**src/rtl/mac_seq_pkg.sv**
```systemverilog
// mac_seq_pkg: shared FSM encoding and timing constants for mac_sequencer.
package mac_seq_pkg;

    // Operand-buffer read latency in cycles (rd_en -> data at PE row)
    localparam int RD_LAT = 1;

    typedef enum logic [2:0] {
        S_IDLE  = 3'd0,
        S_CLEAR = 3'd1,
        S_FEED  = 3'd2,
        S_DRAIN = 3'd3,
        S_DONE  = 3'd4
    } state_t;

endpackage

```
**src/rtl/mac_sequencer.sv**
```systemverilog
// mac_sequencer: drives one dot-product pass through a chained PE row.
// Sequence: CLEAR accumulators, FEED vec_len operands, DRAIN the pipeline, pulse done.
// Optional busy-cycle counter enabled by defining MAC_SEQ_PERF_CNT_EN.
module mac_sequencer
    import mac_seq_pkg::*;
#(
    parameter int NUM_PE = 4,
    parameter int LEN_W  = 8,
    parameter int ADDR_W = 8
) (
    input  logic              clk,
    input  logic              rst,
    input  logic              start,
    input  logic [LEN_W-1:0]  vec_len,
    input  logic              abort,
    output logic              rd_en,
    output logic [ADDR_W-1:0] rd_addr,
    output logic              pe_clear,
    output logic              pe_en,
    output logic              busy,
    output logic              done,
    output logic [31:0]       perf_cycles
);

    // Drain covers the buffer read latency plus the skew across the PE chain
    localparam int DRAIN_CYC = RD_LAT + NUM_PE - 1;
    localparam int DRN_W     = (DRAIN_CYC > 1) ? $clog2(DRAIN_CYC) : 1;

    generate
        if (LEN_W > ADDR_W) begin : g_bad_width
            $error("mac_sequencer: LEN_W must not exceed ADDR_W");
        end
    endgenerate

    state_t             state;
    logic [LEN_W-1:0]   len_q;
    logic [DRN_W-1:0]   drn_cnt;
    logic [ADDR_W-1:0]  last_addr;

    // Address of the final operand; len_q is zero-extended so upper address bits stay 0
    assign last_addr = ADDR_W'(len_q) - ADDR_W'(1);

    // Pass sequencing FSM; every output is a register updated on the transition
    always_ff @(posedge clk) begin
        if (rst) begin
            state    <= S_IDLE;
            len_q    <= '0;
            drn_cnt  <= '0;
            rd_en    <= 1'b0;
            rd_addr  <= '0;
            pe_clear <= 1'b0;
            pe_en    <= 1'b0;
            busy     <= 1'b0;
            done     <= 1'b0;
        end else begin
            // PE enable trails the read strobe by the buffer latency
            pe_en    <= rd_en;
            pe_clear <= 1'b0;
            done     <= 1'b0;
            if (abort && state != S_IDLE) begin
                state <= S_IDLE;
                rd_en <= 1'b0;
                pe_en <= 1'b0;
                busy  <= 1'b0;
            end else begin
                case (state)
                    S_IDLE: begin
                        if (start) begin
                            len_q    <= vec_len;
                            state    <= S_CLEAR;
                            pe_clear <= 1'b1;
                            busy     <= 1'b1;
                        end
                    end
                    S_CLEAR: begin
                        if (len_q != '0) begin
                            state   <= S_FEED;
                            rd_en   <= 1'b1;
                            rd_addr <= '0;
                        end else begin
                            state <= S_DONE;
                            done  <= 1'b1;
                        end
                    end
                    S_FEED: begin
                        if (rd_addr == last_addr) begin
                            state   <= S_DRAIN;
                            rd_en   <= 1'b0;
                            drn_cnt <= '0;
                        end else begin
                            rd_addr <= rd_addr + ADDR_W'(1);
                        end
                    end
                    S_DRAIN: begin
                        if (drn_cnt == DRN_W'(DRAIN_CYC - 1)) begin
                            state <= S_DONE;
                            done  <= 1'b1;
                        end else begin
                            drn_cnt <= drn_cnt + DRN_W'(1);
                        end
                    end
                    S_DONE: begin
                        state <= S_IDLE;
                        busy  <= 1'b0;
                    end
                    default: begin
                        state <= S_IDLE;
                        rd_en <= 1'b0;
                        busy  <= 1'b0;
                    end
                endcase
            end
        end
    end

`ifdef MAC_SEQ_PERF_CNT_EN
    // Saturating busy-cycle counter, cleared only by reset
    always_ff @(posedge clk) begin
        if (rst)
            perf_cycles <= '0;
        else if (busy && perf_cycles != 32'hFFFF_FFFF)
            perf_cycles <= perf_cycles + 32'd1;
    end
`else
    assign perf_cycles = '0;
`endif

endmodule
```
**config.mk**
```make
export PLATFORM = sky130hd
export DESIGN_NAME = mac_sequencer
export DESIGN_NICKNAME = d
export VERILOG_FILES = /design/src/rtl/mac_seq_pkg.sv /design/src/rtl/mac_sequencer.sv
export SDC_FILE = /design/constraint.sdc
export NUM_CORES = 1
export LEC_CHECK = 0
export CAP_MARGIN = 40
export CORE_MARGIN = 1
export CORE_UTILIZATION = 41
export CTS_CLUSTER_DIAMETER = 30
export DETAILED_ROUTE_END_ITERATION = 8
export GPL_TIMING_DRIVEN = 0
export HOLD_SLACK_MARGIN = 0.12
export PLACE_DENSITY = 0.82
export RECOVER_POWER = 50
export SYNTH_ARGS = -nofsm -noshare
export SYNTH_HDL_FRONTEND = slang
export SYNTH_SLANG_ARGS = --single-unit
```
**constraint.sdc**
```tcl
create_clock -name clk -period 2 [get_ports clk]
set_input_delay 0.2 -clock clk [delete_from_list [all_inputs] [get_ports clk]]
set_output_delay 0.2 -clock clk [all_outputs]
set_load 0.005 [all_outputs]
```
==> results of run 1 <==
## synth_stat cells, drive strengths merged (2+ instances only)
| cell type | count | area share (%) |
|---|---|---|
| nor3 | 4 | 1.8 |
| and2 | 3 | 1.1 |
| nor4b | 3 | 1.5 |
| and3 | 2 | 0.81 |
| o31ai | 4 | 1.8 |
| xnor2 | 6 | 3.1 |
| nor2 | 13 | 2.9 |
| ha | 3 | 2.2 |
| and4b | 2 | 1.2 |
| o21ai | 3 | 0.88 |
| nand3 | 7 | 2.0 |
| clkbuf | 5 | 1.1 |
| dfxtp | 26 | 30 |
| nand2 | 28 | 6.3 |
| xor2 | 2 | 1.0 |
| buf | 33 | 15 |
| or4 | 6 | 2.6 |
| nand4 | 2 | 0.73 |
| a21oi | 19 | 5.6 |
| nor2b | 2 | 0.73 |
| a31oi | 3 | 1.1 |
| o211ai | 5 | 2.2 |
| nor3b | 2 | 0.88 |
| inv | 7 | 1.5 |
## critical path, delay by kind of cell, from the launching register on
kind / cells / cell delay, ns
compound gates: 2 / 0.61
buf+inv: 1 / 0.13
xor+xnor: 1 / 0.22
flops: 1 / 0.36
simple gates: 3 / 0.75
## cells in the final DEF, fill, tap and decap left out, drive strengths merged, types with 3 or more instances in the layout
cell,netlist,layout
a21oi,19,19
a31oi,3,3
and2,3,3
buf,33,50
clkbuf,5,6
clkdlybuf4s50,0,19
conb,1,32
dfxtp,26,26
dlygate4sd3,0,5
ha,3,3
inv,7,7
nand2,28,28
nand3,7,7
nor2,13,13
nor3,4,4
nor4b,3,3
o211ai,5,5
o21ai,3,3
o31ai,4,4
or4,6,6
xnor2,6,6
## metrics by stage
step / hold slack, ns / instance area (um^2) / TNS, ns
finish: 0.4594 / 2384 / -0.4936
global route: 0.4576 / 2384 / -1.240
CTS: 0.4552 / 2317 / -0.2087
detailed placement: 0.4636 / 2155 / -1.329
global placement: 0.4662 / 2155 / -1.116
floorplan: 0.3164 / 1852 / -0.02321
## power by group through the flow
| stage | Combinational [W] | Sequential, W | Clock [W] |
|---|---|---|---|
| floorplan | 0.000417 | 0.000631 | 0 |
| global placement | 0.000545 | 0.000639 | 0 |
| detailed placement | 0.000553 | 0.000641 | 0 |
| CTS | 0.000636 | 0.000636 | 0.000305 |
| global route | 0.000765 | 0.000648 | 0.000330 |
| finish | 0.000698 | 0.000639 | 0.000295 |
## layout make-up
type	count	area (um^2)
buffer	36	264.0
clock buffer	3	41.29
fill	359	1617
inverter	8	31.28
multi-input combinational	173	1076
sequential	26	543.0
tap	50	62.56
timing repair buffer	41	365.4
## kinds of logic after synthesis
logic type,count (synthesis),synth area share (%)
simple gates,80,25.31
compound gates,49,19.53
buf+inv,46,17.56
flops,26,30.43
xor+xnor,8,4.097
fa+ha+maj,3,2.195
other cells,1,0.2192
mux,1,0.6583
## worst max path at each step
stage / from / end / cells after the start
2_1_floorplan: len_q[0] / rd_addr[5] / 7
5_1_grt: len_q[4] / rd_addr[2] / 7
3_5_place_dp: len_q[0] / rd_addr[6] / 7
4_1_cts: len_q[4] / rd_addr[3] / 7
3_3_place_gp: len_q[1] / rd_addr[7] / 7
6_report: rd_addr[7] / rd_addr[2] / 7
## registers in the layout (all words and copies together), names as in the netlist
name	cells
busy	1
done	1
drn_cnt	2
len_q	8
pe_clear	1
pe_en	1
rd_addr	8
rd_en	1
state	3
## metal layers
layer / up-vias / global-route usage [%] / wire length [um]
met4: 0 / 9.840 / 103
met1: 767 / 21.86 / 1655
met5: - / 0 / 0
met2: 68 / 31.69 / 1917
li1: 857 / - / -
met3: 11 / 3.253 / 243
## timing repair
action	CTS	global route
gates resized for setup	15	8
pin swaps	16	7
buffers inserted	10	6
gates cloned	1	0
endpoints found under the setup margin	10	10
==> impl_metrics.json, run 1 <==
{
  "status": "finished, violations left",
  "failed_checks": "setup timing",
  "fp.dieArea_um2": 4434,
  "grt_use_total_pct": 18.58,
  "cts-root-buf": "clkbuf_8",
  "reg2reg_slack_ns": -0.13,
  "sw_frac_of_total_pct": 35.06,
  "r2r-start": "rd_addr[7]",
  "first_global_vias": 1472,
  "port_buffers": 24,
  "h-tree-depth": 1,
  "dp_hpwl_um": 2646,
  "synth_edf_count": 0,
  "rsz0062_at_grt": "yes",
  "antenna_found_initial": 0,
  "combPwrFrac_pct": 42.7,
  "worst_skew_pair.late_latency_ns": 0.27,
  "vias": 1703,
  "core_area_um2": 4000,
  "ys_seq_elements": 26,
  "dp_cells": 319,
  "min_path_type": "input port to register",
  "yosysWarnings": 0,
  "worst-endpoint-required_ns": 2.22,
  "peakVddDrop_uv": 299.8,
  "crit_arrival_ns": 2.35,
  "grt-ovfl-total": 0,
  "dp_slack_ns": -0.2326,
  "syn_area_um2": 1710,
  "power.density_nw_per_um2": 684.8,
  "hold_viol": 0,
  "syn_area_per_cell_um2": 7.992,
  "rr_worst_depth": 7,
  "worst-setup-path-type": "register to register",
  "setup_violations": 10,
  "drv_cap": 0,
  "cts_buffer_depth": 2,
  "cp_max_fo": 5,
  "synthArstFlopShare_pct": 0,
  "whs_path_depth": 3,
  "endpoint_kind": "register",
  "start_util_pct": 42.76,
  "cts.sinks": 26,
  "fp-row-count": 23,
  "utilization_pct": 59.59,
  "power_frac_clock_pct": 18.1,
  "slowest_delay_ns": 0.46,
  "synth.distinct_cells": 53,
  "drtIter0Drc": 87,
  "path_cells": "xnor2_2 -> and4b_1 -> a311o_1 -> o2111a_2 -> buf_6 -> or4_1 -> nand2_1",
  "crit_slowest_cell": "or4_1",
  "drc_errors": 0,
  "crit_path_start_kind": "register",
  "routed_wl_um": 3920,
  "drv_slew": 0,
  "power.total_w": 0.001632,
  "ant_nets": 0,
  "die_h_um": 66.59,
  "synth_flop_cell": "dfxtp_1",
  "reg2reg_to": "rd_addr[2]",
  "finalNetCount": 304,
  "numCtsBuffers": 3,
  "final_cells": 337,
  "switching_power_w": 0.0005723,
  "clk_pin_slew_ns": 0.08,
  "yosysSeqAreaShare_pct": 30.43,
  "period_needed_ns": 2.131,
  "first_pass_iters": 4,
  "cts_hold_buf": 0,
  "worst_clock_skew_ns": 0.0008595,
  "cellLeakagePower_nw": 1.057,
  "syn_inst": 214,
  "wl_per_cell_um": 11.63,
  "internal-power_w": 0.001060,
  "areaGrowthSynthToFinish_pct": 39.36,
  "grt_max_degree": 14,
  "hold_start": "vec_len[4]",
  "avgViaCountPerCell": 5.053,
  "gp_congestion": 0.8137,
  "drive_gt1_share_pct": 28.22,
  "slew_headroom_pct": 44.47,
  "fin_ws_ns": -0.1314,
  "min_period_over_period_pct": 106.6,
  "max_freq_ghz": 0.4692,
  "die_x_um": 66.59,
  "n_antenna_cell": 0,
  "io_pins": 57,
  "worst_hold_path.endpoint": "len_q[4]",
  "p_seq_share_pct": 39.2,
  "cts_tree": "built",
  "worst_slew_pin_slew_ns": 0.8265,
  "grt_pass1_wl_um": 6389
}
(Power assumes the default switching activity.)
==> inputs of run 2 (changes only) <==
--- a/config.mk
+++ b/config.mk
@@ -13,7 +13,6 @@
 export GPL_TIMING_DRIVEN = 0
 export HOLD_SLACK_MARGIN = 0.12
 export PLACE_DENSITY = 0.82
-export RECOVER_POWER = 50
 export SYNTH_ARGS = -nofsm -noshare
 export SYNTH_HDL_FRONTEND = slang
 export SYNTH_SLANG_ARGS = --single-unit
==> impl_metrics.json, run 2 (synthesized netlist as in run 1, its figures left out) <==
{
  "core_area_um2": 4000,
  "start_util_pct": 42.76,
  "h-tree-depth": 1,
  "cts_hold_buf": 0,
  "vias": 1703,
  "die_h_um": 66.59,
  "final_cells": 337,
  "fillers": 359,
  "cts_tree": "built",
  "whs_path_depth": 3,
  "die_x_um": 66.59,
  "io_pins": 57,
  "seq_area_um2": 543.0,
  "dp_slack_ns": -0.2326,
  "endpoint_kind": "register",
  "cts_buffer_depth": 2,
  "grt_pass1_wl_um": 6389,
  "power.density_nw_per_um2": 687.6,
  "clk_pin_slew_ns": 0.08,
  "dp_cells": 319,
  "ant_nets": 0,
  "antenna_found_initial": 0,
  "peakVddDrop_uv": 308.9,
  "numCtsBuffers": 3,
  "internal-power_w": 0.001066,
  "max_freq_ghz": 0.4692,
  "port_buffers": 24,
  "areaGrowthSynthToFinish_pct": 39.36,
  "power.total_w": 0.001639,
  "first_pass_iters": 4,
  "cp_top_family": "simple AND/OR/NAND/NOR gates",
  "drv_slew": 0,
  "reg_top3": "len_q: 8 flops, rd_addr: 8 flops, state: 3 flops",
  "first_global_vias": 1472,
  "wl_per_cell_um": 11.63,
  "combPwrFrac_pct": 42.9,
  "fp-row-count": 23,
  "avgViaCountPerCell": 5.053,
  "fin_ws_ns": -0.1314,
  "finalNetCount": 304,
  "worst-setup-path-type": "register to register",
  "slew_headroom_pct": 44.46,
  "sw_frac_of_total_pct": 34.95,
  "setup_violations": 10,
  "gp_congestion": 0.8137,
  "cellLeakagePower_nw": 1.043,
  "switching_power_w": 0.0005728,
  "crit_slowest_cell": "or4_1",
  "utilization_pct": 59.59,
  "crit_path_start_kind": "register",
  "cts.sinks": 26,
  "hold_viol": 0,
  "worst_skew_pair.late_latency_ns": 0.27,
  "min_period_over_period_pct": 106.6,
  "worst-endpoint-required_ns": 2.22,
  "n_antenna_cell": 0,
  "holdWs_ns": 0.4594,
  "drv_cap": 0,
  "status": "finished, violations left",
  "routed_wl_um": 3918,
  "p_seq_share_pct": 39.1,
  "slowest_delay_ns": 0.46,
  "cts-root-buf": "clkbuf_8",
  "path_depth": 7,
  "rsz0062_at_grt": "yes",
  "grt-ovfl-total": 0,
  "failed_checks": "setup timing",
  "min_path_type": "input port to register",
  "multi_input_area_um2": 1076,
  "drive_gt1_share_pct": 28.22,
  "critical_path_buf_inv_count": 1,
  "rr_worst_depth": 7,
  "power_frac_clock_pct": 18.0,
  "fp.dieArea_um2": 4434,
  "drtIter0Drc": 86,
  "crit_arrival_ns": 2.35,
  "worst_slew_pin_slew_ns": 0.8268,
  "dp_hpwl_um": 2646,
  "path_cells": "xnor2_2 -> and4b_1 -> a311o_1 -> o2111a_2 -> buf_6 -> or4_1 -> nand2_1",
  "period_needed_ns": 2.131,
  "final_cell_mix": "48 x buf_4, 32 x conb_1, 27 x nand2_1",
  "grt_use_total_pct": 18.58,
  "grt_max_degree": 14,
  "cp_max_fo": 5,
  "drc_errors": 0,
  "worst_clock_skew_ns": 0.0008595,
  "layout_commonest_cell": "buf_4"
}
## run 2: cell types whose count changed in the layout (fill, tap and decap cells not counted)
cell	before	now
clkdlybuf4s50_1	19	24
dlygate4sd3_1	5	0
## run 2: worst reg2reg max path, delay by kind of cell, from the launching register on
| family | cells | cell delay (ns) |
|---|---|---|
| AND/OR/NAND/NOR | 3 | 0.75 |
| XOR/XNOR | 1 | 0.22 |
| AO/OA/AOI/OAI | 2 | 0.61 |
| buffers and inverters | 1 | 0.13 |
| flip-flops | 1 | 0.36 |
## run 2: layout make-up
class | count | area share (%)
inverters | 8 | 1.312
flip-flops and latches | 26 | 22.78
clock buffers | 3 | 1.732
repair buffers | 41 | 15.33
well taps | 50 | 2.625
multi-input cells | 173 | 45.14
plain buffers | 36 | 11.08
## run 2: metrics by stage
step           cell area, um^2  setup TNS, ns
2_1_floorplan             1852       -0.02321
3_3_place_gp              2155         -1.116
3_5_place_dp              2155         -1.329
4_1_cts                   2317        -0.2087
5_1_grt                   2384         -1.240
6_report                  2384        -0.4936
## run 2: routing by layer
| layer | routed length [um] | GRT usage, % | up-vias | share of wire, % |
|---|---|---|---|---|
| li1 | - | - | 857 | - |
| met1 | 1653 | 21.86 | 767 | 42 |
| met2 | 1917 | 31.69 | 68 | 49 |
| met3 | 243 | 3.253 | 11 | 6.2 |
| met4 | 103 | 9.840 | 0 | 2.6 |
| met5 | 0 | 0 | - | 0 |
## run 2: final timing paths
check | start | end | slack, ns
setup / recovery | rd_addr[7] | rd_addr[2] | -0.13
hold / removal | vec_len[4] | len_q[4] | 0.46
setup reg to reg | rd_addr[7] | rd_addr[2] | -0.13
hold reg to reg | busy | busy | 0.49
## run 2: power groups by stage
stage	logic, W	clock network [W]	registers, W
floorplan	0.000417	0	0.000631
global placement	0.000545	0	0.000639
detailed placement	0.000553	0	0.000641
CTS	0.000636	0.000305	0.000636
global route	0.000771	0.000330	0.000649
finish	0.000704	0.000295	0.000640
## run 2: timing repair
action | 4_1_cts | 5_1_grt
gates resized for setup | 15 | 8
hold endpoints to repair | 0 | 0
cloned | 1 | 0
endpoints found under the setup margin | 10 | 10
pin swaps | 16 | 7
setup buffers | 10 | 6
